--- src/rtl/ahb_arbiter_if.sv ---
// AHB arbiter bus bundle: requests, transfer status and grant outputs.
// master modport drives requests; slave modport is the arbiter side.
interface ahb_arbiter_if;
  logic [3:0] HBUSREQ;
  logic [3:0] HLOCK;
  logic [1:0] HTRANS;
  logic [2:0] HBURST;
  logic       HREADY;
  logic [1:0] HRESP;
  logic [3:0] HGRANT;
  logic [3:0] HMASTER;
  logic       HMASTLOCK;

  modport master (
    output HBUSREQ, HLOCK, HTRANS, HBURST, HREADY, HRESP,
    input  HGRANT, HMASTER, HMASTLOCK
  );

  modport slave (
    input  HBUSREQ, HLOCK, HTRANS, HBURST, HREADY, HRESP,
    output HGRANT, HMASTER, HMASTLOCK
  );
endinterface

--- src/rtl/ahb_arbiter.sv ---
// Four-master AHB round-robin arbiter with burst tracking.
// Define AHB_ARBITER_HLOCK_EN to support locked transfers.
module ahb_arbiter #(
  parameter int DEFAULT_MASTER = 0
) (
  input logic            HCLK,
  input logic            HRESET,
  ahb_arbiter_if.slave   bus
);

  localparam logic [1:0] DEF = 2'(DEFAULT_MASTER);
  localparam logic [3:0] DEF_OH = 4'b0001 << DEF;
  localparam logic [1:0] NONSEQ = 2'b10;
  localparam logic [1:0] SEQ = 2'b11;
  localparam logic [1:0] ERROR = 2'b01;

  logic [3:0] grant_q, grant_d;
  logic [3:0] master_q, master_d;
  logic       mastlock_q, mastlock_d;
  logic [3:0] cnt_q, cnt_d;
  logic [1:0] last_q, last_d;
  logic       lock_dly_q, lock_dly_d;

  logic [1:0] gidx;
  logic [1:0] win;
  logic       any_req;
  logic [3:0] len;
  logic       lock_cur;
  logic       hold;
  logic       lock_bit;
  logic       allow;

  // Encode the one-hot grant into the owner index.
  always_comb begin
    gidx = 2'd0;
    unique case (1'b1)
      grant_q[0]: gidx = 2'd0;
      grant_q[1]: gidx = 2'd1;
      grant_q[2]: gidx = 2'd2;
      grant_q[3]: gidx = 2'd3;
      default:    gidx = 2'd0;
    endcase
  end

  // Round-robin search starting after the last requesting winner.
  always_comb begin
    logic [1:0] idx;
    win = DEF;
    any_req = 1'b0;
    for (int i = 1; i <= 4; i++) begin
      idx = last_q + 2'(i);
      if (!any_req && bus.HBUSREQ[idx]) begin
        win = idx;
        any_req = 1'b1;
      end
    end
  end

  // Remaining SEQ beats implied by the burst type.
  always_comb begin
    len = 4'd0;
    case (bus.HBURST[2:1])
      2'b00:   len = 4'd0;
      2'b01:   len = 4'd3;
      2'b10:   len = 4'd7;
      default: len = 4'd15;
    endcase
  end

  // Lock hold: owner locked now, or was locked in the previous cycle.
`ifdef AHB_ARBITER_HLOCK_EN
  always_comb begin
    lock_bit = bus.HLOCK[gidx];
    lock_cur = bus.HLOCK[gidx] & bus.HBUSREQ[gidx];
    hold = lock_cur | lock_dly_q;
  end
`else
  logic unused_lock;
  assign unused_lock = ^bus.HLOCK;
  always_comb begin
    lock_bit = 1'b0;
    lock_cur = 1'b0;
    hold = 1'b0;
  end
`endif

  logic unused_burst;
  assign unused_burst = bus.HBURST[0];

  // Next-state for beat counter, grant and address-phase owner.
  always_comb begin
    if (bus.HRESP == ERROR)
      cnt_d = 4'd0;
    else if (bus.HREADY && bus.HTRANS == NONSEQ)
      cnt_d = len;
    else if (bus.HREADY && bus.HTRANS == SEQ && cnt_q != 4'd0)
      cnt_d = cnt_q - 4'd1;
    else
      cnt_d = cnt_q;

    allow = bus.HREADY && (cnt_d == 4'd0) && !hold;

    grant_d = grant_q;
    last_d = last_q;
    if (allow) begin
      grant_d = 4'b0001 << win;
      if (any_req && win != gidx)
        last_d = win;
    end

    master_d = bus.HREADY ? {2'b00, gidx} : master_q;
    mastlock_d = bus.HREADY ? lock_bit : mastlock_q;
    lock_dly_d = lock_cur;
  end

  // State registers with synchronous reset.
  always_ff @(posedge HCLK) begin
    if (HRESET) begin
      grant_q    <= DEF_OH;
      master_q   <= {2'b00, DEF};
      mastlock_q <= 1'b0;
      cnt_q      <= 4'd0;
      last_q     <= DEF;
      lock_dly_q <= 1'b0;
    end else begin
      grant_q    <= grant_d;
      master_q   <= master_d;
      mastlock_q <= mastlock_d;
      cnt_q      <= cnt_d;
      last_q     <= last_d;
      lock_dly_q <= lock_dly_d;
    end
  end

  assign bus.HGRANT = grant_q;
  assign bus.HMASTER = master_q;
  assign bus.HMASTLOCK = mastlock_q;

endmodule

--- src/flat_wrapper.sv ---
// flat-port wrapper written by rule: the top's interface ports become plain ports
module ahb_arbiter_flat 
#(
  parameter int DEFAULT_MASTER = 0
)
  (HCLK, HRESET, bus_HBUSREQ, bus_HLOCK, bus_HTRANS, bus_HBURST, bus_HREADY, bus_HRESP, bus_HGRANT, bus_HMASTER, bus_HMASTLOCK);
  ahb_arbiter_if bus_i ();
  input logic HCLK;
  input logic HRESET;
  input wire logic [$bits(bus_i.HBUSREQ)-1:0] bus_HBUSREQ;
  input wire logic [$bits(bus_i.HLOCK)-1:0] bus_HLOCK;
  input wire logic [$bits(bus_i.HTRANS)-1:0] bus_HTRANS;
  input wire logic [$bits(bus_i.HBURST)-1:0] bus_HBURST;
  input wire logic [$bits(bus_i.HREADY)-1:0] bus_HREADY;
  input wire logic [$bits(bus_i.HRESP)-1:0] bus_HRESP;
  output wire logic [$bits(bus_i.HGRANT)-1:0] bus_HGRANT;
  output wire logic [$bits(bus_i.HMASTER)-1:0] bus_HMASTER;
  output wire logic [$bits(bus_i.HMASTLOCK)-1:0] bus_HMASTLOCK;
  assign bus_i.HBUSREQ = bus_HBUSREQ;
  assign bus_i.HLOCK = bus_HLOCK;
  assign bus_i.HTRANS = bus_HTRANS;
  assign bus_i.HBURST = bus_HBURST;
  assign bus_i.HREADY = bus_HREADY;
  assign bus_i.HRESP = bus_HRESP;
  assign bus_HGRANT = bus_i.HGRANT;
  assign bus_HMASTER = bus_i.HMASTER;
  assign bus_HMASTLOCK = bus_i.HMASTLOCK;
  ahb_arbiter #(.DEFAULT_MASTER(DEFAULT_MASTER)) u_core (.HCLK(HCLK), .HRESET(HRESET), .bus(bus_i));
endmodule
--- config.mk ---
export PLATFORM = sky130hd
export DESIGN_NAME = ahb_arbiter_flat
export DESIGN_NICKNAME = d
export VERILOG_FILES = /design/src/rtl/ahb_arbiter_if.sv /design/src/rtl/ahb_arbiter.sv /design/src/flat_wrapper.sv
export SDC_FILE = /design/constraint.sdc
export NUM_CORES = 1
export LEC_CHECK = 0
export CAP_MARGIN = 20
export CORE_MARGIN = 2
export CORE_UTILIZATION = 43
export DETAILED_ROUTE_END_ITERATION = 7
export GPL_ROUTABILITY_DRIVEN = 0
export PLACE_DENSITY = 0.73
export SYNTH_ARGS = -nofsm -noshare
export SYNTH_HDL_FRONTEND = slang
export SYNTH_SLANG_ARGS = --single-unit
export TNS_END_PERCENT = 5
--- constraint.sdc ---
create_clock -name HCLK -period 7.1 [get_ports HCLK]
set_clock_uncertainty 0.05 [all_clocks]
set_input_delay 1.065 -clock HCLK [delete_from_list [all_inputs] [get_ports HCLK]]
set_output_delay 1.065 -clock HCLK [all_outputs]
set_load 0.01 [all_outputs]
==> results.md <==
* Clock period minus worst slack at 3.11 ns
* Outcome: finished, final reports clean
* Via count at 752
* CTS resizes at 0
* Yosys top cell by area: dfxtp_1
* Max FO, Critical Path at 9
* Post-synthesis register bit count at 12
* Reg area at 240 um^2
* Least-Margin Pin Slew at 0.523 ns
* Vias in the first global route at 710
* LEAKAGE at 0.361 nW
* Max Clk Rate at 321 MHz
* Post-CTS Setup Bufs at 0
* Clock Pin Slew Worst Setup and Hold Paths at 0.07 ns
* Crit Path Category: in -> reg
* Power consumption at 0.186 mW
* Max stage delay cell, worst path: clkdlybuf4s50_1
* Root Driver: clkbuf_4
* Row Count at 15
* Worst hold slack at 0.428 ns
* Fillers at 173
* Max IR drop VDD at 0.163 mV
* Layout area overhead at 25.6%
* First-pass iteration count of the detailed router at 4
* TritonCTS Sinks at 12
* Avg Cell Area, Syn at 8.48 um^2
* Worst endpoint required time at 7.25 ns
* Yosys warning count at 0
* CP cell instances: clkdlybuf4s50_1 > nand2_1 > o31ai_1 > a21o_2 > o311ai_4 > or3_1 > a21oi_1
* Clock latency on the worst-skew pair at 0.27 ns
* Top cells by area, synth: dfxtp_1, a21oi_1, o311ai_4
* Sequential area share after synthesis at 28.9%
* Hold Crit Class: reg -> reg
* Routed vias/inst at 5.33
* Initial antenna violation count at 0
* CTS Buffer Depth at 2
* First-pass GRT wire length at 2.86 mm
* Effective utilization at floorplan at 47.1%
* Grt ovf at 0
* Post-synth top cells: dfxtp_1, a21oi_1, nand2_1, nor2_1
* Core ar. at 0.00176 mm^2
* Crit-path max cell delay at 0.67 ns
* Final cell count without fillers at 141
* Asr flop ratio synth at 0%
* Ratio of final minimum period to clock period at 43.8%
* Io pins at 27
* H-tree depth at 1
* Most instantiated library cell after synthesis: dfxtp_1
* Worst slack at placement at 3.71 ns
* Max-cap viol count at 0
* Post-route DRC at 0
* Area of the multi-input gates at 541 um^2
* Library cells used by synthesis at 44
* DP Cell Count at 137
* Post-route ant nets at 0
* Yosys top cell area share at 28.9%
* Die ar. at 0.00230 mm^2
* Final WL at 1.66 mm
* Final Hold Viols at 0
* Die Wd at 48.0 um
* Layout cells sized above 1 at 15.5%
* Crit path capture type: flop
* TritonCTS buffer count at 3
* EDFF count, synth at 0
* # setup viols final at 0
* Die height at 48.0 um
* Post-synth top flop: dfxtp_1
* Pwr dens at 179 mW/mm^2
* Placed inst area at 0.00101 mm^2
* Wire per inst at 11.8 um
* GRT Overall Usage at 17.5%
* Slew headroom at 64.8%
* HPWL Detailed at 1.30 mm
* Final slew viol count at 0
* Final #Nets at 136
* Final WS setup at 3.99 ns
* Syn Std Cell Area at 831 um^2
* Number of DRC markers in iteration 0 at 14
* PortBufs at 18
* Post-Layout Inst Area at 0.00104 mm^2
* CP Launch Type: primary input
* Post-CTS Hold Fix Bufs at 0
* Final Core Density at 59.1%
* RSZ-0062 raised after global routing: no
* Final TNS setup at 0 ns
* ANT cells at 0
* Largest net degree at the start of global routing at 12
* CTS tree: yes
* Critical Path AT at 3.26 ns
* Gate count of the mapped netlist at 98
==> power breakdown <==
part           internal [mW]  total, mW  switching (mW)
Sequential            0.0724     0.0770         0.00455
Combinational         0.0283     0.0565          0.0282
Clock                 0.0312     0.0529          0.0217
Total                  0.132      0.186          0.0544
==> metal layers <==
layer,up-vias,track usage [%],wire length [um]
li1,396,-,-
met1,337,22.9,873
met2,17,26.1,693
met3,2,7.92,80
met4,0,4.32,16
met5,-,0,0
==> path summary, 6_finish.rpt <==
check                       start              endpoint  slack, ns  cells past startpoint
max                    bus_HREADY  u_core.bus.HGRANT[3]       3.99                      7
max reg2reg       u_core.cnt_q[0]  u_core.bus.HGRANT[0]       4.69                      8
min reg2reg  u_core.bus.HGRANT[0]  u_core.bus.HGRANT[0]       0.43                      1
min          u_core.bus.HGRANT[0]  u_core.bus.HGRANT[0]       0.43                      1
==> worst max-delay path, delay by kind of cell <==
kind	cells	cell delay (ns)
AO/OA/AOI/OAI	4	0.86
AND/OR/NAND/NOR	2	0.66
buffers and inverters	1	0.67
==> logic make-up (layout without fill, tap and decap cells) <==
group	count (synthesis)	after routing	synth area share (%)
compound gates	32	32	30.4
xor+xnor	1	1	1.05
fa+ha+maj	1	1	1.51
buf+inv	10	26	6.93
flops	12	12	28.9
mux	1	1	1.36
other cells	1	3	0.451
simple gates	40	40	29.4
==> cell type report <==
| type | count | area share (%) |
|---|---|---|
| inverter | 4 | 1.44 |
| sequential | 12 | 23.0 |
| timing repair buffer | 18 | 17.3 |
| clock buffer | 4 | 3.48 |
| tap | 25 | 3.00 |
| multi-input combinational | 78 | 51.8 |
==> cell usage in the layout (no fill, tap or decap), drive strengths merged, types with 2 or more instances in the layout <==
cell,Yosys,layout
clkbuf,1,4
nor3,5,5
clkdlybuf4s50,0,18
nand2,6,6
a211oi,2,2
nand2b,4,4
nor4,2,2
a221oi,2,2
nor2,6,6
nor2b,2,2
dfxtp,12,12
or2,2,2
or3,4,4
and3,4,4
nand3b,2,2
conb,1,3
o21ai,6,6
a21oi,9,9
inv,4,4
==> flip-flops by register name, summed over array words and instances (netlist names) <==
name	flops
u_core.bus.HGRANT	4
u_core.cnt_q	4
u_core.bus.HMASTER	2
u_core.last_q	2
Power figures use the tool's default switching activity.
